$ cat src/rtl/uart_pkg.sv
// uart_pkg
//   Shared types and constants for the parametrised UART transmitter.
//   - txState_t : frame sequencing states
//   - PARITY_*  : encodings for the PARITY_MODE parameter
// Optional feature macro used elsewhere in this slice: UART_TX_BREAK_EN
package uart_pkg;

  typedef enum logic [2:0] {
    IDLE,
    START,
    DATA,
    PARITY,
    STOP
  } txState_t;

  localparam int PARITY_NONE = 0;
  localparam int PARITY_EVEN = 1;
  localparam int PARITY_ODD  = 2;

endpackage

$ cat src/rtl/uart_tx_param_if.sv
// uart_tx_param_if
//   Word-side handshake and serial-side status bundle of the UART transmitter.
//   Signals:
//     tx_valid    master->slave  tx_data_in holds a word to send
//     tx_ready    slave->master  transmitter can accept a word this cycle
//     tx_data_in  master->slave  parallel word, LSB transmitted first
//     tx_break    master->slave  line-break request (only with UART_TX_BREAK_EN)
//     tx_data_out slave->master  serial line, idles high
//     done        slave->master  one-cycle pulse at frame completion
//     busy        slave->master  high while a frame is on the line
//   Macro: UART_TX_BREAK_EN adds tx_break.
interface uart_tx_param_if #(
  parameter int DATA_WIDTH = 8
);

  logic                  tx_valid;
  logic                  tx_ready;
  logic [DATA_WIDTH-1:0] tx_data_in;
`ifdef UART_TX_BREAK_EN
  logic                  tx_break;
`endif
  logic                  tx_data_out;
  logic                  done;
  logic                  busy;

`ifdef UART_TX_BREAK_EN
  modport master (
    output tx_valid, tx_data_in, tx_break,
    input  tx_ready, tx_data_out, done, busy
  );

  modport slave (
    input  tx_valid, tx_data_in, tx_break,
    output tx_ready, tx_data_out, done, busy
  );
`else
  modport master (
    output tx_valid, tx_data_in,
    input  tx_ready, tx_data_out, done, busy
  );

  modport slave (
    input  tx_valid, tx_data_in,
    output tx_ready, tx_data_out, done, busy
  );
`endif

endinterface

$ cat src/rtl/uart_baud_gen.sv
// uart_baud_gen
//   Bit-period timer for the UART transmitter. Counts tx_clk cycles and flags
//   the last cycle of every bit period.
//   Ports:
//     i_clk      clock
//     i_rst      synchronous active-high reset
//     i_clear    holds the counter at zero (phase alignment at frame start)
//     o_bitTick  high during count CLKS_PER_BIT-1, i.e. the last cycle of a bit
module uart_baud_gen #(
  parameter int CLKS_PER_BIT = 16
) (
  input  logic i_clk,
  input  logic i_rst,
  input  logic i_clear,
  output logic o_bitTick
);

  localparam int CNT_W = (CLKS_PER_BIT > 1) ? $clog2(CLKS_PER_BIT) : 1;
  localparam logic [CNT_W-1:0] LAST_COUNT = CNT_W'(CLKS_PER_BIT - 1);

  logic [CNT_W-1:0] r_count;

  // The counter wraps only through the explicit compare against LAST_COUNT,
  // so non-power-of-two periods never rely on natural overflow. While the
  // transmitter idles it is held at zero so every frame starts on a fresh
  // bit period.
  always_ff @(posedge i_clk) begin
    if (i_rst || i_clear) begin
      r_count <= '0;
    end else if (r_count == LAST_COUNT) begin
      r_count <= '0;
    end else begin
      r_count <= r_count + 1'b1;
    end
  end

  assign o_bitTick = (r_count == LAST_COUNT);

endmodule

$ cat src/rtl/uart_tx_param.sv
// uart_tx_param
//   Parametrised UART transmitter: start bit, DATA_WIDTH data bits LSB first,
//   optional parity bit, STOP_BITS stop bits, each CLKS_PER_BIT clocks long.
//   Ports:
//     i_tx_clk  single clock
//     i_rst     synchronous reset, active-high
//     bus       uart_tx_param_if slave modport (valid/ready word input,
//               serial line, done pulse, busy flag, optional break request)
//   Parameters: DATA_WIDTH (5..9), CLKS_PER_BIT (>=2), PARITY_MODE
//               (0 none, 1 even, 2 odd), STOP_BITS (1..2).
//   Macro: UART_TX_BREAK_EN enables the line-break request in IDLE.
module uart_tx_param
  import uart_pkg::*;
#(
  parameter int DATA_WIDTH   = 8,
  parameter int CLKS_PER_BIT = 16,
  parameter int PARITY_MODE  = 1,
  parameter int STOP_BITS    = 1
) (
  input  logic           i_tx_clk,
  input  logic           i_rst,
  uart_tx_param_if.slave bus
);

  // Reject configurations the datapath was not sized for.
  if (DATA_WIDTH < 5 || DATA_WIDTH > 9) begin : gBadDataWidth
    $error("uart_tx_param: DATA_WIDTH must be within 5..9");
  end
  if (CLKS_PER_BIT < 2) begin : gBadClksPerBit
    $error("uart_tx_param: CLKS_PER_BIT must be at least 2");
  end
  if (PARITY_MODE != PARITY_NONE && PARITY_MODE != PARITY_EVEN &&
      PARITY_MODE != PARITY_ODD) begin : gBadParityMode
    $error("uart_tx_param: PARITY_MODE must be 0, 1 or 2");
  end
  if (STOP_BITS < 1 || STOP_BITS > 2) begin : gBadStopBits
    $error("uart_tx_param: STOP_BITS must be 1 or 2");
  end

  localparam int BIT_CNT_W = $clog2(DATA_WIDTH + 1);
  localparam logic [BIT_CNT_W-1:0] LAST_DATA_BIT = BIT_CNT_W'(DATA_WIDTH - 1);
  localparam logic [BIT_CNT_W-1:0] LAST_STOP_BIT = BIT_CNT_W'(STOP_BITS - 1);
  localparam logic HAS_PARITY = (PARITY_MODE != PARITY_NONE);

  txState_t              r_state;
  txState_t              w_nextState;
  logic [DATA_WIDTH-1:0] r_shiftReg;
  logic [DATA_WIDTH-1:0] w_nextShift;
  logic                  r_parityBit;
  logic                  w_nextParity;
  logic [BIT_CNT_W-1:0]  r_bitCnt;
  logic [BIT_CNT_W-1:0]  w_nextBitCnt;
  logic                  r_line;
  logic                  w_nextLine;
  logic                  r_busy;
  logic                  w_nextBusy;
  logic                  r_done;
  logic                  w_nextDone;
  logic                  r_breakActive;
  logic                  w_nextBreak;
  logic                  w_breakReq;
  logic                  w_bitTick;
  logic                  w_accept;

`ifdef UART_TX_BREAK_EN
  assign w_breakReq = bus.tx_break;
`else
  assign w_breakReq = 1'b0;
`endif

  // Bit timing restarts from zero whenever the FSM sits in IDLE, so the first
  // START cycle after a transfer is always phase 0.
  uart_baud_gen #(
    .CLKS_PER_BIT(CLKS_PER_BIT)
  ) u_baudGen (
    .i_clk     (i_tx_clk),
    .i_rst     (i_rst),
    .i_clear   (r_state == IDLE),
    .o_bitTick (w_bitTick)
  );

  assign bus.tx_ready = (r_state == IDLE) & ~i_rst & ~r_breakActive;
  assign w_accept     = bus.tx_valid & bus.tx_ready;

  // Next-state logic. The serial line, busy and done are registered, so their
  // next values are derived from the state being entered rather than the
  // current one; that keeps the line glitch-free and lines START up with the
  // cycle right after the transfer edge. The break request is only looked at
  // while idling and not accepting a word, so a request raised mid-frame waits
  // until the frame has completed.
  always_comb begin
    w_nextState  = r_state;
    w_nextShift  = r_shiftReg;
    w_nextParity = r_parityBit;
    w_nextBitCnt = r_bitCnt;
    w_nextDone   = 1'b0;
    w_nextBreak  = r_breakActive;
    w_nextLine   = 1'b1;
    w_nextBusy   = 1'b1;

    unique case (r_state)
      IDLE: begin
        if (w_accept) begin
          w_nextShift  = bus.tx_data_in;
          w_nextParity = (PARITY_MODE == PARITY_ODD) ? ~^bus.tx_data_in
                                                     :  ^bus.tx_data_in;
          w_nextBitCnt = '0;
          w_nextBreak  = 1'b0;
          w_nextState  = START;
        end else begin
          w_nextBreak  = w_breakReq;
        end
      end
      START: begin
        if (w_bitTick) begin
          w_nextBitCnt = '0;
          w_nextState  = DATA;
        end
      end
      DATA: begin
        if (w_bitTick) begin
          w_nextShift = r_shiftReg >> 1;
          if (r_bitCnt == LAST_DATA_BIT) begin
            w_nextBitCnt = '0;
            w_nextState  = HAS_PARITY ? PARITY : STOP;
          end else begin
            w_nextBitCnt = r_bitCnt + 1'b1;
          end
        end
      end
      PARITY: begin
        if (w_bitTick) begin
          w_nextBitCnt = '0;
          w_nextState  = STOP;
        end
      end
      STOP: begin
        if (w_bitTick) begin
          if (r_bitCnt == LAST_STOP_BIT) begin
            w_nextBitCnt = '0;
            w_nextDone   = 1'b1;
            w_nextState  = IDLE;
          end else begin
            w_nextBitCnt = r_bitCnt + 1'b1;
          end
        end
      end
      default: begin
        w_nextState = IDLE;
      end
    endcase

    case (w_nextState)
      IDLE: begin
        w_nextLine = ~w_nextBreak;
        w_nextBusy = 1'b0;
      end
      START:   w_nextLine = 1'b0;
      DATA:    w_nextLine = w_nextShift[0];
      PARITY:  w_nextLine = w_nextParity;
      STOP:    w_nextLine = 1'b1;
      default: begin
        w_nextLine = 1'b1;
        w_nextBusy = 1'b0;
      end
    endcase
  end

  // State and output registers. Reset aborts any frame in flight: the line
  // returns high on the following cycle and no done pulse is produced.
  always_ff @(posedge i_tx_clk) begin
    if (i_rst) begin
      r_state       <= IDLE;
      r_shiftReg    <= '0;
      r_parityBit   <= 1'b0;
      r_bitCnt      <= '0;
      r_line        <= 1'b1;
      r_busy        <= 1'b0;
      r_done        <= 1'b0;
      r_breakActive <= 1'b0;
    end else begin
      r_state       <= w_nextState;
      r_shiftReg    <= w_nextShift;
      r_parityBit   <= w_nextParity;
      r_bitCnt      <= w_nextBitCnt;
      r_line        <= w_nextLine;
      r_busy        <= w_nextBusy;
      r_done        <= w_nextDone;
      r_breakActive <= w_nextBreak;
    end
  end

  assign bus.tx_data_out = r_line;
  assign bus.busy        = r_busy;
  assign bus.done        = r_done;

endmodule

$ cat src/flat_wrapper.sv
// flat-port wrapper written by rule: the top's interface ports become plain ports
module uart_tx_param_flat import uart_pkg::*;
#(
  parameter int DATA_WIDTH   = 8,
  parameter int CLKS_PER_BIT = 16,
  parameter int PARITY_MODE  = 1,
  parameter int STOP_BITS    = 1
)
  (i_tx_clk, i_rst, bus_tx_valid, bus_tx_data_in, bus_tx_ready, bus_tx_data_out, bus_done, bus_busy);
  uart_tx_param_if #(.DATA_WIDTH(DATA_WIDTH)) bus_i ();
  input  logic i_tx_clk;
  input  logic i_rst;
  input wire logic [$bits(bus_i.tx_valid)-1:0] bus_tx_valid;
  input wire logic [$bits(bus_i.tx_data_in)-1:0] bus_tx_data_in;
  output wire logic [$bits(bus_i.tx_ready)-1:0] bus_tx_ready;
  output wire logic [$bits(bus_i.tx_data_out)-1:0] bus_tx_data_out;
  output wire logic [$bits(bus_i.done)-1:0] bus_done;
  output wire logic [$bits(bus_i.busy)-1:0] bus_busy;
  assign bus_i.tx_valid = bus_tx_valid;
  assign bus_i.tx_data_in = bus_tx_data_in;
  assign bus_tx_ready = bus_i.tx_ready;
  assign bus_tx_data_out = bus_i.tx_data_out;
  assign bus_done = bus_i.done;
  assign bus_busy = bus_i.busy;
  uart_tx_param #(.DATA_WIDTH(DATA_WIDTH), .CLKS_PER_BIT(CLKS_PER_BIT), .PARITY_MODE(PARITY_MODE), .STOP_BITS(STOP_BITS)) u_core (.i_tx_clk(i_tx_clk), .i_rst(i_rst), .bus(bus_i));
endmodule
$ cat config.mk
export PLATFORM = sky130hd
export DESIGN_NAME = uart_tx_param_flat
export DESIGN_NICKNAME = d
export VERILOG_FILES = /design/src/rtl/uart_pkg.sv /design/src/rtl/uart_tx_param_if.sv /design/src/rtl/uart_baud_gen.sv /design/src/rtl/uart_tx_param.sv /design/src/flat_wrapper.sv
export SDC_FILE = /design/constraint.sdc
export NUM_CORES = 1
export LEC_CHECK = 0
export ABC_AREA = 1
export CAP_MARGIN = 20
export CELL_PAD_IN_SITES_DETAIL_PLACEMENT = 0
export CELL_PAD_IN_SITES_GLOBAL_PLACEMENT = 2
export CORE_MARGIN = 8
export CORE_UTILIZATION = 27
export DETAILED_ROUTE_END_ITERATION = 10
export PLACE_DENSITY = 0.69
export SYNTH_ARGS = -nofsm -noshare
export SYNTH_HDL_FRONTEND = slang
export SYNTH_SLANG_ARGS = --single-unit
$ cat constraint.sdc
create_clock -name i_tx_clk -period 1.5 [get_ports i_tx_clk]
set_clock_uncertainty 0.2 [all_clocks]
set_input_delay 0.15 -clock i_tx_clk [delete_from_list [all_inputs] [get_ports i_tx_clk]]
set_output_delay 0.15 -clock i_tx_clk [all_outputs]
set_load 0.005 [all_outputs]
Yosys cells after proc, flatten, opt, wreduce, memory -nomap -nowiden. Index checks and enable logic that the tools add are counted.

Add/subtract/negate cells: 2. Eq/ne operators: 14. Multiplexer cells: 24. Bitwise operators: 8. Reduce and logical (&&, ||, !) cells: 13.

Operators with widths (number): two-way mux 4 bit (6); two-way mux 3 bit (7); two-way mux 8 bit (2); one-hot mux 4 bit (4 select lines) (1); one-hot mux 8 bit (2 select lines) (1); one-hot mux 3 bit (5 select lines) (1); == test 3 x 2 -> 1 bit, second input constant (4); adder 4 x 1 -> 4 bit, second input constant (2); parity 8 bit (1); == test 3 x 1 -> 1 bit, second input constant (2); == test 3 bit, second input constant (2); logical NOT 3 bit (2); two-way mux 1 bit (5); NOT 1 bit (5); AND reduction 5 bit (1); == test 4 x 3 -> 1 bit, second input constant (1); == test 4 bit, second input constant (1); logical NOT 4 bit (1); inequality test 2 x 1 -> 1 bit, second input constant (2); inequality test 2 bit, second input constant (2); one-hot mux 1 bit (4 select lines) (1); nonzero test 4 bit (1); OR reduction 2 bit (2); OR reduction 4 bit (1); other kinds (5) (7).

Register bits: 24.

Longest topological paths before layout.
Depth after elaboration: 9. Mapped depth: 11.

Modules after synthesis. Synthesis repeated with hierarchy kept, for this count alone.

Cell total of the unflattened synthesis: 218. Area, all modules: 1421.4 um2.

Modules (own cells, without submodules): uart_tx_param (instances 1, cells an instance 199, area an instance 1255.0 um2, sequential area each 400.4 um2); uart_baud_gen (instances 1, cells an instance 19, area an instance 166.4 um2, sequential area each 80.1 um2).

Worst setup path before layout. No wires, ideal clock.

Kind: reg-to-reg. Start: register u_core.u_baudGen.r_count[0]. End: register u_core.r_line, in the netlist u_core.bus.tx_data_out. Arrival time: 1.265 ns. Path slack: -0.081 ns. Stages on the path, launching flop included: 12. Buffers on the path: 1. Period minus slack after synthesis: 1.581 ns. Cells stage by stage: dfxtp_1 ha_1 nand3_2 inv_2 buf_6 nand2_2 nand2_1 o21ai_1 nor2_1 nand2_1 clkinv_1 nand3_2.

Longest elaborated chain between the ends: 5. Elaborated cells on any way between the ends: 13. Classes of those cells: 4 x eq/ne; 8 x mux; 1 x reduce/logical.

Ends and longest elaborated chain: from (decl) (line uart_baud_gen.sv:21) `logic [CNT_W-1:0] r_count;`; from (signal assigned) (line uart_baud_gen.sv:33) `r_count <= r_count + 1'b1;`; == test 4 bit (*) (line uart_baud_gen.sv:37) `assign o_bitTick = (r_count == LAST_COUNT);`; two-way mux 3 bit, on equally long branches; one-hot mux 3 bit (5 select lines) (line uart_tx_param.sv:101) `unique case (r_state)`; == test 3 x 2 -> 1 bit, or another cell as far along (line uart_tx_param.sv:153) `case (w_nextState)`; one-hot mux 1 bit (4 select lines) (*) (line uart_tx_param.sv:153); to (signal assigned) (line uart_tx_param.sv:186) `r_line <= w_nextLine;`; to (decl) (line uart_tx_param.sv:53) `logic r_line;`.

Mark *: on every way between the ends. The rest lies on a longest branch, timed or not. The select of a mux whose other input is x is not followed. A chain may end at the register's enable or synchronous reset.

Worst setup path after layout.
Start: register u_core.r_state[0]. End: register u_core.r_line, in the netlist u_core.bus.tx_data_out.

Longest elaborated chain between the ends: 8. Elaborated cells on any way between the ends: 27. Classes of those cells: 7 x eq/ne; 14 x mux; 4 x bitwise; 2 x reduce/logical.

Ends and longest elaborated chain: from (decl) (line uart_tx_param.sv:45) `txState_t r_state;`; from (signal assigned) (line uart_tx_param.sv:182) `r_state <= w_nextState;`; logical NOT 3 bit (line uart_tx_param.sv:82, uart_tx_param.sv:101); AND 1 bit (2 in series) (line uart_tx_param.sv:82) `assign bus.tx_ready = (r_state == IDLE) & ~i_rst & ~r_breakActive;`; AND 1 bit (line uart_tx_param.sv:83) `assign w_accept = bus.tx_valid & bus.tx_ready;`; two-way mux 3 bit (line uart_tx_param.sv:103) `if (w_accept) begin`; one-hot mux 3 bit (5 select lines) (line uart_tx_param.sv:101); == test 3 x 2 -> 1 bit, or another cell as far along (line uart_tx_param.sv:153); one-hot mux 1 bit (4 select lines) (*) (line uart_tx_param.sv:153).

Marks and branches as above.

==> run_results.csv <==
group,metric,value,unit
timing,period_minus_slack,1590,ps
floorplan,dieArea,7740,sq um
floorplan,die_y,88.0,microns
synthesis,seq_area_frac_synth,34.3,%
timing,holdWs,273,ps
route,wl_per_cell,12.1,microns
timing,rsz0062_at_grt,"yes",
cts,h-tree-depth,1,
layout,area_delta_synth_final,59.8,%
worst_setup_path,cp-end-kind,"register",
layout,seqCellArea,490,sq um
synthesis,yosys-top-cells-area,"dfxtp_1 34%, nand2_1 15%, nor2_1 7.5%",
cts,cts_made_buffers,3,
timing,fmax,0.630,GHz
timing,fin_crit_sh,106,%
timing,finalSetupViolCount,14,
place,place_area,1860,sq um
global_routing,grt_max_degree,13,
global_routing,grt_pass1_vias,1459,
floorplan,start_util,27.7,%
synthesis,yosysTopAreaCell,"dfxtp_1",
route,drc_errors,0,
timing,hold_viol,0,
timing,finalWorstSetupSlack,-86.6,ps
cts,worst_skew_pair.late_latency,260,ps
cts,clkTransAtPathRegs,80,ps
worst_setup_path,critical_path.max_fanout,4,
outcome,violations,"setup timing",
synthesis,ys_ff_latch,24,
layout,nNetsFinal,282,
worst_setup_path,critPathKind,"reg2reg",
synthesis,synth_top_cell_area_share,34.3,%
place,gp_congestion,0.795,
route,routed_wl,4080,microns
floorplan,io_pins,15,
synthesis,syn_avg_cell_area,6.69,sq um
synthesis,yosysUniqueCellTypes,31,
pwr,p_sw_share,26.5,%
pwr,p_total,1.34,mW
worst_setup_path,rrSetupSlack,-90,ps
pwr,internal-power,988,uW
timing,worstMarginPinSlew,253,ps
route,drt-vias-per-instance,4.49,
pwr,p_per_area,601,nW/um^2
place,port_buffers,14,
pwr,seqPwrFrac,49.7,%
place,place_hpwl,2770,microns
worst_setup_path,start_kind,"register",
layout,layout_commonest_cell,"nand2_1",
pwr,vdd_drop_max,0.343,mV
pwr,p_clk_share,27.8,%
floorplan,die_x,88.0,microns
synthesis,yosysWarnings,0,
layout,multi_input_area,991,sq um
synthesis,synth_fp_nets,223,
floorplan,rows,26,
layout,layout-drive-gt1-share,42.5,%
global_routing,grt_antenna_before_repair,0,
pwr,power.static_leakage,0.971,nW
flow_run,maxCapViolations,0,
pwr,combPwrFrac,22.4,%
route,ant_nets,0,
route,vias,1510,
timing,drv_slew,0,
timing,maxSlewHeadroom,82.9,%
global_routing,grtUsageTotal,10.5,%
worst_setup_path,required,1460,ps
worst_setup_path,worstPathArrival,1550,ps
cts,clk_path_buf_depth,2,
cts,cts_root_buffer,"clkbuf_8",
worst_hold_path,hp-class,"reg2reg",
global_routing,overflow,0,
layout,design_area,2240,sq um
synthesis,syn_area,1400,sq um
place,pre_cts_ws,-363,ps
synthesis,syn-instance-count,209,
floorplan,coreArea,5040,sq um
global_routing,grt_pass1_wl,6500,microns
cts,numClockSinks,24,
outcome,status,"finished with violations",
layout,diodes,0,
route,drt_first_pass_iters,4,
route,drt_iter0_markers,58,
cts,cts_tree,"yes",
timing,tns,-851,ps
pwr,p_sw,356,uW
layout,final_cell_mix,"51 x nand2_1, 36 x buf_4, 24 x nor2_1, 18 x dfxtp_1, 15 x inv_1",
layout,fill_cells,506,
## logic make-up (layout without fill, tap and decap cells)
| logic type | Yosys count | after routing | synth area share (%) |
|---|---|---|---|
| AO/OA/AOI/OAI | 26 | 26 | 11.0 |
| XOR/XNOR | 2 | 2 | 1.25 |
| AND/OR/NAND/NOR | 122 | 122 | 39.8 |
| adder cells (fa/ha/maj) | 3 | 3 | 2.68 |
| buffers and inverters | 32 | 89 | 10.9 |
| flip-flops | 24 | 24 | 34.3 |
## critical path: stages, from the launching register on
cell and delay [ps]:
dfxtp_4 370, nor2_4 110, buf_6 120, nand4_4 110, buf_6 170, buf_6 110, nand3_4 90, nor2_1 50
nand2_1 80, nand3_2 70
## synth_stat cells (all sizes together)
library cell / instances
xor2: 1
a21oi: 11
o211ai: 1
a211oi: 1
inv: 25
buf: 3
o22ai: 1
ha: 3
o21ai: 11
nor2: 31
nand4: 3
or2: 1
and2: 1
nand3: 24
nor3: 2
nand2: 60
clkinv: 2
clkbuf: 2
xnor2: 1
a31oi: 1
dfxtp: 24
## metrics by stage
| step | utilization, % | cells |
|---|---|---|
| floorplan | - | 209 |
| global placement | 36.9 | 323 |
| detailed placement | 36.9 | 323 |
| CTS | 40.8 | 331 |
| global route | 44.3 | 336 |
| finish | 44.3 | 336 |
## per-layer routing
metal / up-vias / GRT usage (%) / wire length (microns)
met5: - / 0 / 0
met4: 0 / 2.81 / 59
met3: 8 / 2.81 / 148
met2: 24 / 18.1 / 2020
met1: 693 / 12.3 / 1850
li1: 785 / - / -
## path summary, 6_finish.rpt
| path | from | depth (start not counted) | to |
|---|---|---|---|
| worst max-delay path | u_core.r_state[0] | 9 | u_core.bus.tx_data_out |
| worst max register to register | u_core.r_state[0] | 9 | u_core.bus.tx_data_out |
| worst min register to register | u_core.r_shiftReg[7] | 2 | u_core.r_shiftReg[7] |
| worst min-delay path | u_core.r_shiftReg[7] | 2 | u_core.r_shiftReg[7] |
## power groups by stage
stage | clock [mW] | combinational, mW | sequential, mW
final | 0.374 | 0.301 | 0.669
after global placement | 0 | 0.239 | 0.682
after floorplan | 0 | 0.128 | 0.682
after detailed placement | 0 | 0.242 | 0.681
after global routing | 0.414 | 0.334 | 0.671
after CTS | 0.389 | 0.269 | 0.668
## what timing repair did
item / CTS / global route
setup buffers: 5 / 5
pin swaps: 14 / 20
hold buffers: 0 / 0
gates cloned: 0 / 0
endpoints found under the setup margin: 16 / 17
resized for setup: 34 / 38
## registers in the layout, summed over array words and instances (netlist names)
register	cells
u_core.r_breakActive	1
u_core.u_baudGen.r_count	4
u_core.r_state	3
u_core.bus.done	1
u_core.bus.busy	1
u_core.r_bitCnt	4
u_core.r_shiftReg	8
u_core.r_parityBit	1
u_core.bus.tx_data_out	1
## final cells by class
type,count,share of cell area [%]
multi-input combinational,153,44.3
timing repair buffer,59,23.2
tap,70,3.92
sequential,24,21.9
clock buffer,3,1.85
inverter,27,4.76
Power figures use the tool's default switching activity.
